### config.mk
export PLATFORM = sky130hd
export DESIGN_NAME = i2c_burst_ctrl
export DESIGN_NICKNAME = d
export VERILOG_FILES = /design/src/rtl/i2c_pkg.sv /design/src/rtl/i2c_byte_fifo.sv /design/src/rtl/i2c_burst_ctrl.sv
export SDC_FILE = /design/constraint.sdc
export NUM_CORES = 1
export LEC_CHECK = 0
export BUFFER_PORTS_ARGS = -buffer_cell sky130_fd_sc_hd__buf_4
export CAP_MARGIN = 20
export CORE_ASPECT_RATIO = 0.9
export CORE_MARGIN = 1
export CORE_UTILIZATION = 55
export DETAILED_ROUTE_END_ITERATION = 8
export PLACE_DENSITY = 0.77
export SLEW_MARGIN = 5
export SYNTH_ARGS = -nofsm -noshare
export SYNTH_HDL_FRONTEND = slang
export SYNTH_HIERARCHICAL = 1
export SYNTH_SLANG_ARGS = --single-unit
export TNS_END_PERCENT = 100
### constraint.sdc
create_clock -name clk -period 4.1 [get_ports clk]
set_input_delay 0.82 -clock clk [delete_from_list [all_inputs] [get_ports clk]]
set_output_delay 0.82 -clock clk [all_outputs]
set_load 0.02 [all_outputs]
### src/rtl/i2c_pkg.sv
`default_nettype none
// ============================================================================
// Package     : i2c_pkg
// Description : Shared types and timing helpers for the I2C burst controller.
// Revision    : 1.0 - initial release
// ============================================================================
package i2c_pkg;

  localparam int I2C_ADDR_W = 7;

  typedef enum logic [2:0] {
    IDLE      = 3'd0,
    WAIT_DATA = 3'd1,
    RUN       = 3'd2,
    STOP_WAIT = 3'd3,
    DONE      = 3'd4
  } burst_state_t;

  // System clock cycles per I2C bit period
  function automatic int bit_cyc(input int clk_freq, input int i2c_freq);
    return clk_freq / i2c_freq;
  endfunction

  // Longest legal gap between end_trans rises: one byte, its ACK and the
  // master's inter-byte wait, with margin
  function automatic int timeout_cyc(input int clk_freq, input int i2c_freq,
                                     input int bits_wait);
    return bit_cyc(clk_freq, i2c_freq) * (bits_wait + 12);
  endfunction

endpackage
`default_nettype wire

### src/rtl/i2c_byte_fifo.sv
`default_nettype none
// ============================================================================
// Module      : i2c_byte_fifo
// Description : Byte FIFO holding write data ahead of the I2C master.
//               Pushes while full are dropped; flush empties it at once.
// Revision    : 1.0 - initial release
// ============================================================================
module i2c_byte_fifo #(
  parameter int DEPTH = 16
) (
  input  logic                       clk,
  input  logic                       arstn,
  input  logic                       flush,
  input  logic                       push,
  input  logic [7:0]                 din,
  input  logic                       pop,
  output logic [7:0]                 dout,
  output logic [$clog2(DEPTH+1)-1:0] count,
  output logic                       full,
  output logic                       empty
);

  localparam int c_aw = (DEPTH > 1) ? $clog2(DEPTH) : 1;
  localparam int c_cw = $clog2(DEPTH + 1);

  logic [7:0]      r_mem [DEPTH];
  logic [c_aw-1:0] r_wr_ptr;
  logic [c_aw-1:0] r_rd_ptr;
  logic [c_cw-1:0] r_count;
  logic            w_push;
  logic            w_pop;

  assign full   = (r_count == c_cw'(DEPTH));
  assign empty  = (r_count == '0);
  assign w_push = push & ~full;
  assign w_pop  = pop & ~empty;
  assign dout   = r_mem[r_rd_ptr];
  assign count  = r_count;

  // Storage array; no reset needed since count gates every read
  always_ff @(posedge clk) begin
    if (w_push && !flush) r_mem[r_wr_ptr] <= din;
  end

  // Pointers wrap naturally at the power-of-two depth
  always_ff @(posedge clk or negedge arstn) begin
    if (!arstn) begin
      r_wr_ptr <= '0;
      r_rd_ptr <= '0;
      r_count  <= '0;
    end else if (flush) begin
      r_wr_ptr <= '0;
      r_rd_ptr <= '0;
      r_count  <= '0;
    end else begin
      if (w_push) r_wr_ptr <= r_wr_ptr + c_aw'(1);
      if (w_pop)  r_rd_ptr <= r_rd_ptr + c_aw'(1);
      case ({w_push, w_pop})
        2'b10:   r_count <= r_count + c_cw'(1);
        2'b01:   r_count <= r_count - c_cw'(1);
        default: r_count <= r_count;
      endcase
    end
  end

endmodule
`default_nettype wire

### src/rtl/i2c_burst_ctrl.sv
`default_nettype none
// ============================================================================
// Module      : i2c_burst_ctrl
// Description : Command sequencer in front of the byte-level I2C master.
//               Takes one address/direction/length command, feeds write bytes
//               from a FIFO, returns read bytes, and reports done/err.
// Revision    : 1.0 - initial release
// ============================================================================
module i2c_burst_ctrl
  import i2c_pkg::*;
#(
  parameter int CLK_FREQ    = 100_000_000,
  parameter int I2C_FREQ    = 100_000,
  parameter int BITS_WAIT   = 2,
  parameter int MAX_BYTES   = 16,
  parameter int MSB_FIRST   = 1,
  parameter int TIMEOUT_CYC = timeout_cyc(CLK_FREQ, I2C_FREQ, BITS_WAIT)
) (
  input  logic                           clk,
  input  logic                           arstn,
  input  logic                           cmd_valid,
  output logic                           cmd_ready,
  input  logic [I2C_ADDR_W-1:0]          cmd_addr,
  input  logic                           cmd_rw,
  input  logic [$clog2(MAX_BYTES+1)-1:0] cmd_len,
  input  logic                           wr_valid,
  input  logic [7:0]                     wr_data,
  output logic                           wr_ready,
  output logic                           rd_valid,
  output logic [7:0]                     rd_data,
  output logic                           done,
  output logic                           err,
  output logic                           busy,
  output logic                           m_ena,
  output logic [7:0]                     m_byte_2_send,
  output logic [7:0]                     m_adrr_r_w,
  output logic                           m_msb_lsb,
  input  logic                           m_end_trans,
  input  logic [7:0]                     m_byte_received
);

  localparam int c_bit_cyc = bit_cyc(CLK_FREQ, I2C_FREQ);
  localparam int c_len_w   = $clog2(MAX_BYTES + 1);
  localparam int c_wd_w    = $clog2(TIMEOUT_CYC + 1);
  localparam int c_sw_w    = $clog2(2 * c_bit_cyc + 1);

  localparam logic [2:0] c_idle      = IDLE;
  localparam logic [2:0] c_wait_data = WAIT_DATA;
  localparam logic [2:0] c_run       = RUN;
  localparam logic [2:0] c_stop_wait = STOP_WAIT;
  localparam logic [2:0] c_done      = DONE;

  logic [2:0]         r_state;
  logic               r_rw;
  logic [c_len_w-1:0] r_len;
  logic [c_len_w-1:0] r_idx;
  logic [c_wd_w-1:0]  r_wd;
  logic [c_sw_w-1:0]  r_sw;
  logic               r_err_flag;
  logic               r_et_q;

  logic               w_et_rise;
  logic               w_data_ack;
  logic               w_pop;
  logic               w_flush;
  logic [7:0]         w_fifo_dout;
  logic [c_len_w-1:0] w_fifo_count;
  logic               w_fifo_full;
  logic               w_fifo_empty;

  assign cmd_ready  = (r_state == c_idle);
  assign busy       = (r_state != c_idle);
  assign wr_ready   = ~w_fifo_full;
  assign m_msb_lsb  = (MSB_FIRST != 0);
  assign w_et_rise  = m_end_trans & ~r_et_q;
  // idx 0 is the address ACK; 1..len are the ACKs after each data byte
  assign w_data_ack = (r_idx != '0) && (r_idx <= r_len);
  assign w_pop      = ((r_state == c_wait_data) && (w_fifo_count >= r_len)) ||
                      ((r_state == c_run) && w_et_rise && !r_rw &&
                       (r_idx != '0) && (r_idx < r_len));
  // After a timeout or NACK the leftover write bytes belong to a dead command
  assign w_flush    = (r_state == c_stop_wait) && r_err_flag;

  i2c_byte_fifo #(
    .DEPTH (MAX_BYTES)
  ) u_fifo (
    .clk   (clk),
    .arstn (arstn),
    .flush (w_flush),
    .push  (wr_valid),
    .din   (wr_data),
    .pop   (w_pop),
    .dout  (w_fifo_dout),
    .count (w_fifo_count),
    .full  (w_fifo_full),
    .empty (w_fifo_empty)
  );

  // Delayed copy of end_trans for rising-edge detection
  always_ff @(posedge clk or negedge arstn) begin
    if (!arstn) r_et_q <= 1'b0;
    else        r_et_q <= m_end_trans;
  end

  // Command sequencer, master drive and watchdog
  always_ff @(posedge clk or negedge arstn) begin
    if (!arstn) begin
      r_state       <= c_idle;
      r_rw          <= 1'b0;
      r_len         <= '0;
      r_idx         <= '0;
      r_wd          <= '0;
      r_sw          <= '0;
      r_err_flag    <= 1'b0;
      rd_valid      <= 1'b0;
      rd_data       <= '0;
      done          <= 1'b0;
      err           <= 1'b0;
      m_ena         <= 1'b0;
      m_byte_2_send <= '0;
      m_adrr_r_w    <= '0;
    end else begin
      rd_valid <= 1'b0;
      done     <= 1'b0;
      err      <= 1'b0;
      case (r_state)
        c_idle: begin
          if (cmd_valid) begin
            r_rw       <= cmd_rw;
            r_len      <= cmd_len;
            m_adrr_r_w <= {cmd_addr, cmd_rw};
            if (cmd_len == '0) begin
              r_err_flag <= 1'b1;
              r_state    <= c_done;
            end else if (cmd_rw) begin
              m_ena   <= 1'b1;
              r_idx   <= '0;
              r_wd    <= '0;
              r_state <= c_run;
            end else begin
              r_state <= c_wait_data;
            end
          end
        end
        c_wait_data: begin
          if (w_fifo_count >= r_len) begin
            m_byte_2_send <= w_fifo_dout;
            m_ena         <= 1'b1;
            r_idx         <= '0;
            r_wd          <= '0;
            r_state       <= c_run;
          end
        end
        c_run: begin
          if (w_et_rise) begin
            r_idx <= r_idx + c_len_w'(1);
            r_wd  <= '0;
            if (w_data_ack && r_rw) begin
              rd_data  <= m_byte_received;
              rd_valid <= 1'b1;
            end
            if (w_pop) m_byte_2_send <= w_fifo_dout;
            // Drop ena now so the master sees it low at the mid-ACK sample
            if (r_idx == r_len) begin
              m_ena   <= 1'b0;
              r_sw    <= '0;
              r_state <= c_stop_wait;
            end
          end else if (r_wd == c_wd_w'(TIMEOUT_CYC - 1)) begin
            m_ena      <= 1'b0;
            r_err_flag <= 1'b1;
            r_sw       <= '0;
            r_state    <= c_stop_wait;
          end else begin
            r_wd <= r_wd + c_wd_w'(1);
          end
        end
        c_stop_wait: begin
          if (r_sw == c_sw_w'(2 * c_bit_cyc - 1)) r_state <= c_done;
          else                                    r_sw    <= r_sw + c_sw_w'(1);
        end
        c_done: begin
          done       <= 1'b1;
          err        <= r_err_flag;
          r_err_flag <= 1'b0;
          r_state    <= c_idle;
        end
        default: begin
          m_ena   <= 1'b0;
          r_state <= c_idle;
        end
      endcase
    end
  end

endmodule
`default_nettype wire

After elaboration in Yosys (flattened, before gate mapping). Memory sizes are Yosys's and may differ from the RTL's. Index checks and enable logic that the tools add are counted.

$add $sub $neg: 7. $lt $le $gt $ge: 3. Equality and inequality tests: 24. Multiplexer cells: 57. Bitwise logic cells: 7. Reductions and logical operators: 34.

Operators by type and width (count): $mux 14 (6); $mux 11 (4); $pmux 14 s3 (1); $mux 5 (6); $mux 8 (3); $pmux 11 s2 (1); $mux 3 (7); $mux 1 (18); $mux 4 (4); $pmux 8 s2 (1); $pmux 5 s3 (1); $add 14x1->14 const B (1); $eq 14x14->1 const B (1); $ne 2x1->1 const B (6); $pmux 3 s4 (1); $reduce_and 6->1 (2); $reduce_bool 3->1 (4); $add 11x1->11 const B (1); $eq 11x11->1 const B (1); $add 5x1->5 const B (2); $logic_not 5->1 (2); $ne 2x2->1 const B (5); $pmux 5 s2 (1); $reduce_and 5->1 (2); other kinds (30) (51).

Register bits: 82. RAM bits: 128. Input port bits: 34. Output and inout bits: 32. Word-level logic and storage cells: 151. Memories kept: 1.

Memories: u_fifo.r_mem (words 16, bits a word 8, read ports 1, clocked after Yosys merged registers in 0, wr ports 1, line i2c_byte_fifo.sv:26) `logic [7:0] r_mem [DEPTH];`.

Longest topological paths before layout. Gate-level depths: netlist of run 1.

Depth in word-level cells: 11. Gate-level depth with buffers: 17. Mapped depth without buffers: 14.

Modules after synthesis. The synthesis of run 1 kept the hierarchy.

Modules (own cells, without submodules): i2c_byte_fifo (instances 1, cells an instance 302, area each 5954.5 um^2, seq. area each 4169.0 um^2); i2c_burst_ctrl (instances 1, cells an instance 348, area each 3453.3 um^2, seq. area each 1701.6 um^2).

Worst setup path after synthesis of run 1. Ideal clock, no wire load.

Path kind: register to register. From: register r_state[2]. To: register u_fifo.r_count[4], in the netlist u_fifo/count[4]. Setup time: 136 ps. Arrival: 3163 ps. Data required time: 3964 ps. Setup slack: 801 ps. Stages on the path, launching flop included: 17. Buffers on the path: 4. Period minus slack after synthesis: 3299 ps. Path through: dfrtp_1 buf_2 nor2b_1 clkbuf_1 and2b_1 nand2_1 nor2_1 nand2_1 o21bai_1 buf_2 buf_1 nand3_1 fa_1 nand2b_1 a21oi_1 mux2i_1 a31oi_1.

Word-level cells in the longest chain between the ends: 10. Elaborated cells between the ends (all ways): 16. Those cells by class: 5 x eq/ne; 2 x mux; 1 x bitwise; 8 x reduce/logical.

RTL lines: start, declared (line i2c_burst_ctrl.sv:53) `logic [2:0] r_state;`; start signal, assigned (line i2c_burst_ctrl.sv:108) `r_state <= c_idle;`; start signal, assigned (line i2c_burst_ctrl.sv:134) `r_state <= c_done;`; start signal, assigned (line i2c_burst_ctrl.sv:139) `r_state <= c_run;`; $eq 3x2->1 (line i2c_burst_ctrl.sv:79) `((r_state == c_run) && w_et_rise && !r_rw &&`; $logic_and 1x1->1 (3 in series) (line i2c_burst_ctrl.sv:79); $logic_and 1x1->1 (line i2c_burst_ctrl.sv:80) `(r_idx != '0) && (r_idx < r_len));`; $logic_or 1x1->1 (*) (line i2c_burst_ctrl.sv:78) `assign w_pop = ((r_state == c_wait_data) && (w_fifo_count >= r_len)) ||`; via w_pop (line i2c_burst_ctrl.sv:64) `logic w_pop;`; $and 1x1->1 (*) (line i2c_byte_fifo.sv:36) `assign w_pop = pop & ~empty;`; $eq 2x1->1 or $eq 2x2->1 (tied branches) (line i2c_byte_fifo.sv:58) `case ({w_push, w_pop})`; $pmux 5 s2 (line i2c_byte_fifo.sv:58); $mux 5 (line i2c_byte_fifo.sv:51) `end else if (flush) begin`; end signal, assigned (line i2c_byte_fifo.sv:59) `2'b10: r_count <= r_count + c_cw'(1);`; end signal, assigned (line i2c_byte_fifo.sv:60) `2'b01: r_count <= r_count - c_cw'(1);`; end signal, assigned (line i2c_byte_fifo.sv:61) `default: r_count <= r_count;`; end, declared (line i2c_byte_fifo.sv:29) `logic [c_cw-1:0] r_count;`.

Mark *: on every way through the listed nets, which the timed path passes. The rest lies on a longest branch. A chain may end at the register's enable or synchronous reset.

Final worst setup path of run 1.
From: register r_state[1]. To: register u_fifo.r_count[4], in the netlist u_fifo/count[4].

Word-level cells in the longest chain between the ends: 10. Elaborated cells between the ends (all ways): 16. Those cells by class: 5 x eq/ne; 2 x mux; 1 x bitwise; 8 x reduce/logical.

RTL lines (line): $eq 3x2->1 (i2c_burst_ctrl.sv:79); $logic_and 1x1->1 (3 in series) (i2c_burst_ctrl.sv:79); $logic_and 1x1->1 (i2c_burst_ctrl.sv:80); $logic_or 1x1->1 (i2c_burst_ctrl.sv:78); $and 1x1->1 (i2c_byte_fifo.sv:36); $eq 2x1->1 or $eq 2x2->1 (tied branches) (i2c_byte_fifo.sv:58); $pmux 5 s2 (i2c_byte_fifo.sv:58); $mux 5 (i2c_byte_fifo.sv:51).

Parallel ways exist; a longest one is shown, timed or not.

==> PnR_summary.wiki, run 1 <==
{| class="wikitable"
! Metric !! Value
|-
| Status || complete, no violations
|-
| Static power due to leakage || between 0.004 and 0.005 uW
|-
| Final standard cell area without fillers || between 10000 and 15000 um2
|-
| Power density cells || 580.6 nW/um2
|-
| Buffering stage count on the worst path with inverters included || 0
|-
| Pin count of the biggest net entering global routing || approximately 80
|-
| Count of non-filler cells in the finished layout || 952
|-
| Worst R2R Start || r_state[1]
|-
| Max-cap viol count || 0
|-
| Seq pwr share || a little over two fifths
|-
| Gate power share || between 20% and 30%
|-
| Number of H-tree levels || 1
|-
| Detailed-route wire length || about 20000 um
|-
| Vias || approximately 6k
|-
| Share of the core filled with cells in the final layout || 66.28%
|-
| Crit path max-delay family || simple AND/OR/NAND/NOR gates
|-
| Hold buffer count at cts || 0
|-
| First drt pass iteration count || 5
|-
| Antenna Cells || 0
|-
| Startpoint types || flip-flop
|-
| Area growth syn-to-layout || 15.63%
|-
| Core footprint || approximately 16000 um2
|-
| Die Outline Area || between 15000 and 20000 um2
|-
| Worst-path maximum fanout || 12
|-
| GRT Residual Overflow || 0
|-
| Cell type of the slowest stage on the worst timing path || dfrtp_1
|-
| Sequence of cells on the critical path || nor2b_1, and2b_1, nand2_1, nor2_1, nand2_1, o21bai_2, nand3_1, fa_1, nand2b_1, a21oi_1, mux2i_1, a31oi_1
|-
| Post-synthesis cell count || roughly 650
|-
| Number of nets in the synthesized netlist || between 700 and 800
|-
| Clock Sink Count || ~210
|-
| Number of hold-slack violations in the final timing report || 0
|-
| Net count of the finished layout || 787
|-
| Worst r2r dst || u_fifo/count[4]
|-
| First-pass GRT wire length || around 32000 um
|-
| CTS max path bufs || 3
|-
| Crit Path Category || flip-flop to flip-flop
|-
| Clock Power Share || around 30%
|-
| Number of pins exceeding their max-slew limit in the final report || 0
|-
| TritonCTS clock tree || done
|-
| Hold Path Class || input port to asynchronous set/reset pin
|-
| Setup TNS after final layout || 0 ps
|-
| Insertion delay to the later sink of the worst-skew pair || 520 ps
|-
| Root cell of the clock tree || clkbuf_16
|-
| Number of remaining DRC errors || 0
|-
| Post-route clock skew || approximately 20 ps
|-
| Fraction of final layout cells sized beyond drive strength 1 || 23.36%
|-
| Most numerous cell on the critical path || nand2_1
|-
| Mean routed wirelength per cell || ~21 um
|-
| DIE HEIGHT || ~130 um
|-
| DP Area || between 10000 and 15000 um2
|-
| Synthesized cell area || approximately 9400 um2
|-
| Data arrival time of the worst path || around 3700 ps
|-
| Cell depth of the worst flop-to-flop path || 12
|-
| GRT Total Usage || about a quarter
|-
| Vias in the first global route || a little under 6k
|-
| Warnings from Yosys || 6
|-
| Critical Path RT || between 4000 and 5000 ps
|-
| IR drop worst, VDD || about 440 uV
|-
| Syn avg cell area || around 14 um2
|-
| Layout fillers || 1116
|-
| Port buffer count || 64
|-
| Post-cts resize count || 0
|-
| Setup repair bufs after CTS || 0
|-
| Starting DRT DRC Count || 544
|-
| Fin crit period || approximately 3300 ps
|-
| Tightest slew margin relative to the limit || around two fifths
|-
| Type of element capturing the critical path || flip-flop
|-
| Cell Int Power || around 4400 uW
|-
| Antenna violations before repair || 0
|-
| Hold slack final || between 150 and 200 ps
|-
| Longest individual stage delay on the worst path || 540 ps
|-
| Inserted Clock Buffers || 22
|-
| HPWL after DPL || between 10000 and 15000 um
|-
| Most common cell after layout, fill and taps aside || edfxtp_1
|-
| Commonest cells after routing, fill and taps aside || edfxtp_1, buf_4, dfrtp_1, nor2_1, nand2_1
|-
| Post-detailed-route count of antenna-violating nets || 0
|-
| Setup repair after global routing missed its margin || false
|-
| Net switching power || 1927 uW
|-
| Count of pins on the block boundary || 66
|-
| Final setup violating endpoints || 0
|-
| Switch share || about 30%
|-
| Routability congestion estimate || 0.8356
|-
| Starting Density || 57.32%
|-
| Share of the clock period used by the worst path after layout || around 81%
|-
| Worst reg2reg setup slack || 780 ps
|-
| Transition time at the pin with the least slew margin || just under 900 ps
|-
| Die width || roughly 140 um
|-
| Post-Place Cells || between 900 and 1k
|-
| Clock edge transition at the registers on the reported setup and hold paths || about 60 ps
|-
| Cell Rows || between 40 and 50
|-
| Achievable clock frequency || around 300 MHz
|-
| Vias per cell || slightly above 6
|}
## worst max path at each step
stage,from,to,slack [ps],cells after the start
6_report,r_state[1],u_fifo/count[4],780,12
5_1_grt,r_state[1],u_fifo/count[4],410,12
4_1_cts,r_state[1],u_fifo/count[4],830,12
3_5_place_dp,r_state[1],u_fifo/count[4],880,12
3_3_place_gp,r_state[1],u_fifo/count[4],980,12
2_1_floorplan,r_state[2],u_fifo/count[4],800,16
## worst register-to-register path, delay by kind of cell (launching register included)
family,cells,cell delay (ps)
AOI/OAI and AO/OA,3,480
adders and majority gates,1,440
DFF,1,540
muxes,1,220
and+or+nand+nor,7,1520
## routing by layer
layer,vias up,GRT usage (%),share of wire [%]
met2,246,41.71,51
li1,2617,-,-
met4,0,7.046,2.8
met3,49,3.194,6.6
met5,-,0,0
met1,2978,31.06,39
## final cells by class
cell class	count	area [um2]	share of cell area, %
multi-input cells	388	3288	30.24
flip-flops and latches	209	5871	53.99
well taps	207	259.0	2.382
clock buffers	32	638.1	5.868
clock inverters	7	58.81	0.5408
repair buffers	88	680.7	6.259
inverters	21	78.83	0.7249
## sequential cells by signal, indices dropped and copies added, names as in the netlist, 3 cells and up
name / count
m_adrr_r_w: 8
m_byte_2_send: 8
r_idx: 5
r_len: 5
r_state: 3
r_sw: 11
r_wd: 14
rd_data: 8
u_fifo/count: 5
u_fifo/r_mem: 128
u_fifo/r_rd_ptr: 4
u_fifo/r_wr_ptr: 4
## per-stage QoR
stage          setup slack (ps)  power [uW]
2_1_floorplan             801.0        3947
3_3_place_gp              983.2        4350
3_5_place_dp              881.3        4444
4_1_cts                   834.9        6338
5_1_grt                   411.5        6596
6_report                  779.8        6314
## power by group through the flow
stage	sequential [uW]	combinational, uW	clock, uW
2_1_floorplan	2720	1230	0
5_1_grt	2790	1810	1990
6_report	2760	1670	1890
3_5_place_dp	2790	1650	0
4_1_cts	2760	1670	1910
3_3_place_gp	2770	1580	0
(Power assumes the default switching activity.)
==> run 2: changes to the inputs <==
==> constraint.sdc (replaced) <==
create_clock -name clk -period 3.1 [get_ports clk]
set_input_delay 0.62 -clock clk [delete_from_list [all_inputs] [get_ports clk]]
set_output_delay 0.62 -clock clk [all_outputs]
set_load 0.02 [all_outputs]
==> PnR_summary.wiki, run 2 (synthesis gave the netlist of run 1 again) <==
{| class="wikitable"
! Metric !! Value
|-
| Status || complete, no violations (unchanged)
|-
| GRT Total Usage || 24.09% (was 23.76%)
|-
| Net count of the finished layout || 796 (was 787)
|-
| Final standard cell area without fillers || 10900 um2 (was 10870 um2)
|-
| First-pass GRT wire length || 32400 um (was 32050 um)
|-
| Die Outline Area || 17630 um2 (unchanged)
|-
| Clock edge transition at the registers on the reported setup and hold paths || 60 ps (about the same)
|-
| HPWL after DPL || 13470 um (was 13430 um)
|-
| CTS max path bufs || 3 (unchanged)
|-
| Number of remaining DRC errors || 0 (unchanged)
|-
| Most flops, register || u_fifo/r_mem (unchanged)
|-
| Die width || 139.8 um (unchanged)
|-
| DP Area || 10220 um2 (was 10150 um2)
|-
| Worst Slack Setup Final || 142.5 ps (was 779.8 ps)
|-
| Number of pins exceeding their max-slew limit in the final report || 0 (unchanged)
|-
| Worst-path maximum fanout || 4 (was 12)
|-
| Detailed-route wire length || 20450 um (was 20060 um)
|-
| Clock Power Share || 28.2% (was 29.9%)
|-
| Starting Density || 57.32% (unchanged)
|-
| Gate power share || 28.4% (was 26.5%)
|-
| Post-detailed-route count of antenna-violating nets || 0 (unchanged)
|-
| Registers with the highest flip-flop counts || u_fifo/r_mem (128), r_wd (14), r_sw (11) (unchanged)
|-
| Insertion delay to the later sink of the worst-skew pair || 500 ps (was 520 ps)
|-
| Startpoint types || flip-flop (unchanged)
|-
| Cell Int Power || 5781 uW (was 4387 uW)
|-
| Number of hold-slack violations in the final timing report || 0 (unchanged)
|-
| Type of element capturing the critical path || flip-flop (unchanged)
|-
| Tightest slew margin relative to the limit || 49.05% (was 41.46%)
|-
| GRT Residual Overflow || 0 (unchanged)
|-
| Layout fillers || 1133 (was 1116)
|-
| Cell Rows || 44 (unchanged)
|-
| TritonCTS clock tree || done (unchanged)
|-
| Data arrival time of the worst path || 3320 ps (was 3700 ps)
|-
| Fraction of final layout cells sized beyond drive strength 1 || 24.10% (was 23.36%)
|-
| Final setup violating endpoints || 0 (unchanged)
|-
| Commonest cells after routing, fill and taps aside || edfxtp_1, buf_4, dfrtp_1, nor2_1, nand2_1 (unchanged)
|-
| Hold buffer count at cts || 0 (unchanged)
|-
| Pin count of the biggest net entering global routing || 82 (unchanged)
|-
| Area of the multi-input gates || 3292 um2 (was 3288 um2)
|-
| Mean routed wirelength per cell || 21.35 um (was 21.07 um)
|-
| First drt pass iteration count || 4 (was 5)
|-
| Sequential cell area in the final layout || 5872 um2 (was 5871 um2)
|-
| Hold Path Class || input port to asynchronous set/reset pin (unchanged)
|-
| Vias || 5778 (was 5890)
|-
| Vias in the first global route || 5902 (was 5954)
|-
| Setup slack after placement || 160.0 ps (was 881.3 ps)
|-
| DIE HEIGHT || 126.1 um (unchanged)
|-
| Post-route clock skew || 8.591 ps (was 20.49 ps)
|-
| Most common cell after layout, fill and taps aside || edfxtp_1 (unchanged)
|-
| Antenna Cells || 0 (unchanged)
|-
| Inserted Clock Buffers || 21 (was 22)
|-
| Power density cells || 762.1 nW/um2 (was 580.6 nW/um2)
|-
| Seq pwr share || 43.4% (was 43.6%)
|-
| Crit Path Category || flip-flop to flip-flop (unchanged)
|-
| Critical Path RT || 3460 ps (was 4480 ps)
|-
| Port buffer count || 64 (unchanged)
|-
| Switch share || 30.38% (was 30.52%)
|-
| Net switching power || 2523 uW (was 1927 uW)
|-
| Routability congestion estimate || 0.8195 (was 0.8356)
|-
| Core footprint || 16410 um2 (unchanged)
|-
| Clock Sink Count || 209 (unchanged)
|-
| IR drop worst, VDD || 625.7 uV (was 441.9 uV)
|-
| Transition time at the pin with the least slew margin || 764.2 ps (was 871.4 ps)
|-
| Hold slack final || 26.56 ps (was 156.7 ps)
|-
| Vias per cell || 6.031 (was 6.187)
|-
| Flip-flop count of the largest register, all copies and words added || 128 (unchanged)
|-
| Root cell of the clock tree || clkbuf_16 (unchanged)
|-
| Static power due to leakage || 0.004406 uW (was 0.004393 uW)
|-
| Achievable clock frequency || 338.1 MHz (was 301.2 MHz)
|-
| Max-cap viol count || 0 (unchanged)
|-
| Share of the clock period used by the worst path after layout || 95.40% (was 80.98%)
|-
| Starting DRT DRC Count || 358 (was 544)
|-
| Fin crit period || 2957 ps (was 3320 ps)
|-
| Number of H-tree levels || 1 (unchanged)
|-
| Count of pins on the block boundary || 66 (unchanged)
|-
| Antenna violations before repair || 0 (unchanged)
|-
| Area growth syn-to-layout || 15.86% (was 15.63%)
|}
-- run 2: cell types whose count changed in the layout (fill, tap and decap cells not counted), sizes merged --
cell	previous run	this run
inv	21	22
clkinv	7	2
buf	88	98
-- run 2: repair_timing --
item / CTS / global route
resized for setup: 0 / 2
endpoints found under the setup margin: 0 / 2
setup buffers: 0 / 2
-- run 2: power groups by stage --
stage | clock (uW) | combinational [uW] | sequential, uW
after CTS | 2380 | 2320 | 3610
after global routing | 2500 | 2550 | 3650
after detailed placement | 0 | 2290 | 3660
after global placement | 0 | 2210 | 3630
final | 2340 | 2350 | 3610
after floorplan | 0 | 1630 | 3590
-- run 2: worst paths after layout --
kind                            startpoint               to  slack (ps)  cells after the start
setup / recovery           u_fifo/count[2]  u_fifo/count[3]         140                     13
max in group asynchronous            arstn    m_adrr_r_w[3]        2460                      2
setup reg to reg           u_fifo/count[2]  u_fifo/count[3]         140                     13
hold / removal                       arstn          r_wd[0]          30                      1
hold reg to reg                   r_wd[13]         r_wd[13]         470                      1
min in group clk               m_end_trans           r_et_q         240                      1
-- run 2: cell type report --
type | count | share of cell area [%]
flip-flops and latches | 209 | 53.89
multi-input cells | 388 | 30.21
repair buffers | 98 | 7.051
clock buffers | 32 | 5.570
well taps | 207 | 2.377
inverters | 21 | 0.7235
clock inverters | 3 | 0.1723
-- run 2: worst max-delay path: stages, from the launching register on --
cell	delay [ps]
dfrtp_1	420
ha_1	320
a21oi_1	120
o21ai_0	130
a31o_2	270
and3_1	190
o21bai_2	200
nand3_1	130
inv_1	100
ha_1	280
a21o_1	200
a211o_1	290
nand4b_1	90
mux2i_1	90
-- run 2: metrics by stage --
step                      setup TNS, ps  power (uW)  std cells  util (%)
after floorplan                       0        5221        649         -
after global placement                0        5836        920     62.31
after detailed placement              0        5957        920     62.31
after CTS                             0        8313        955     66.12
after global routing             -113.5        8697        958     66.41
final                                 0        8303        958     66.41
-- run 2: per-layer routing --
metal / vias up / part of all wire [%] / wire length, um / track usage [%]
met5: - / 0 / 0 / 0
met4: 0 / 2.5 / 512 / 6.723
met3: 43 / 5.0 / 1020 / 3.384
met2: 188 / 51 / 10430 / 42.35
met1: 2910 / 42 / 8491 / 31.50
li1: 2637 / - / - / -
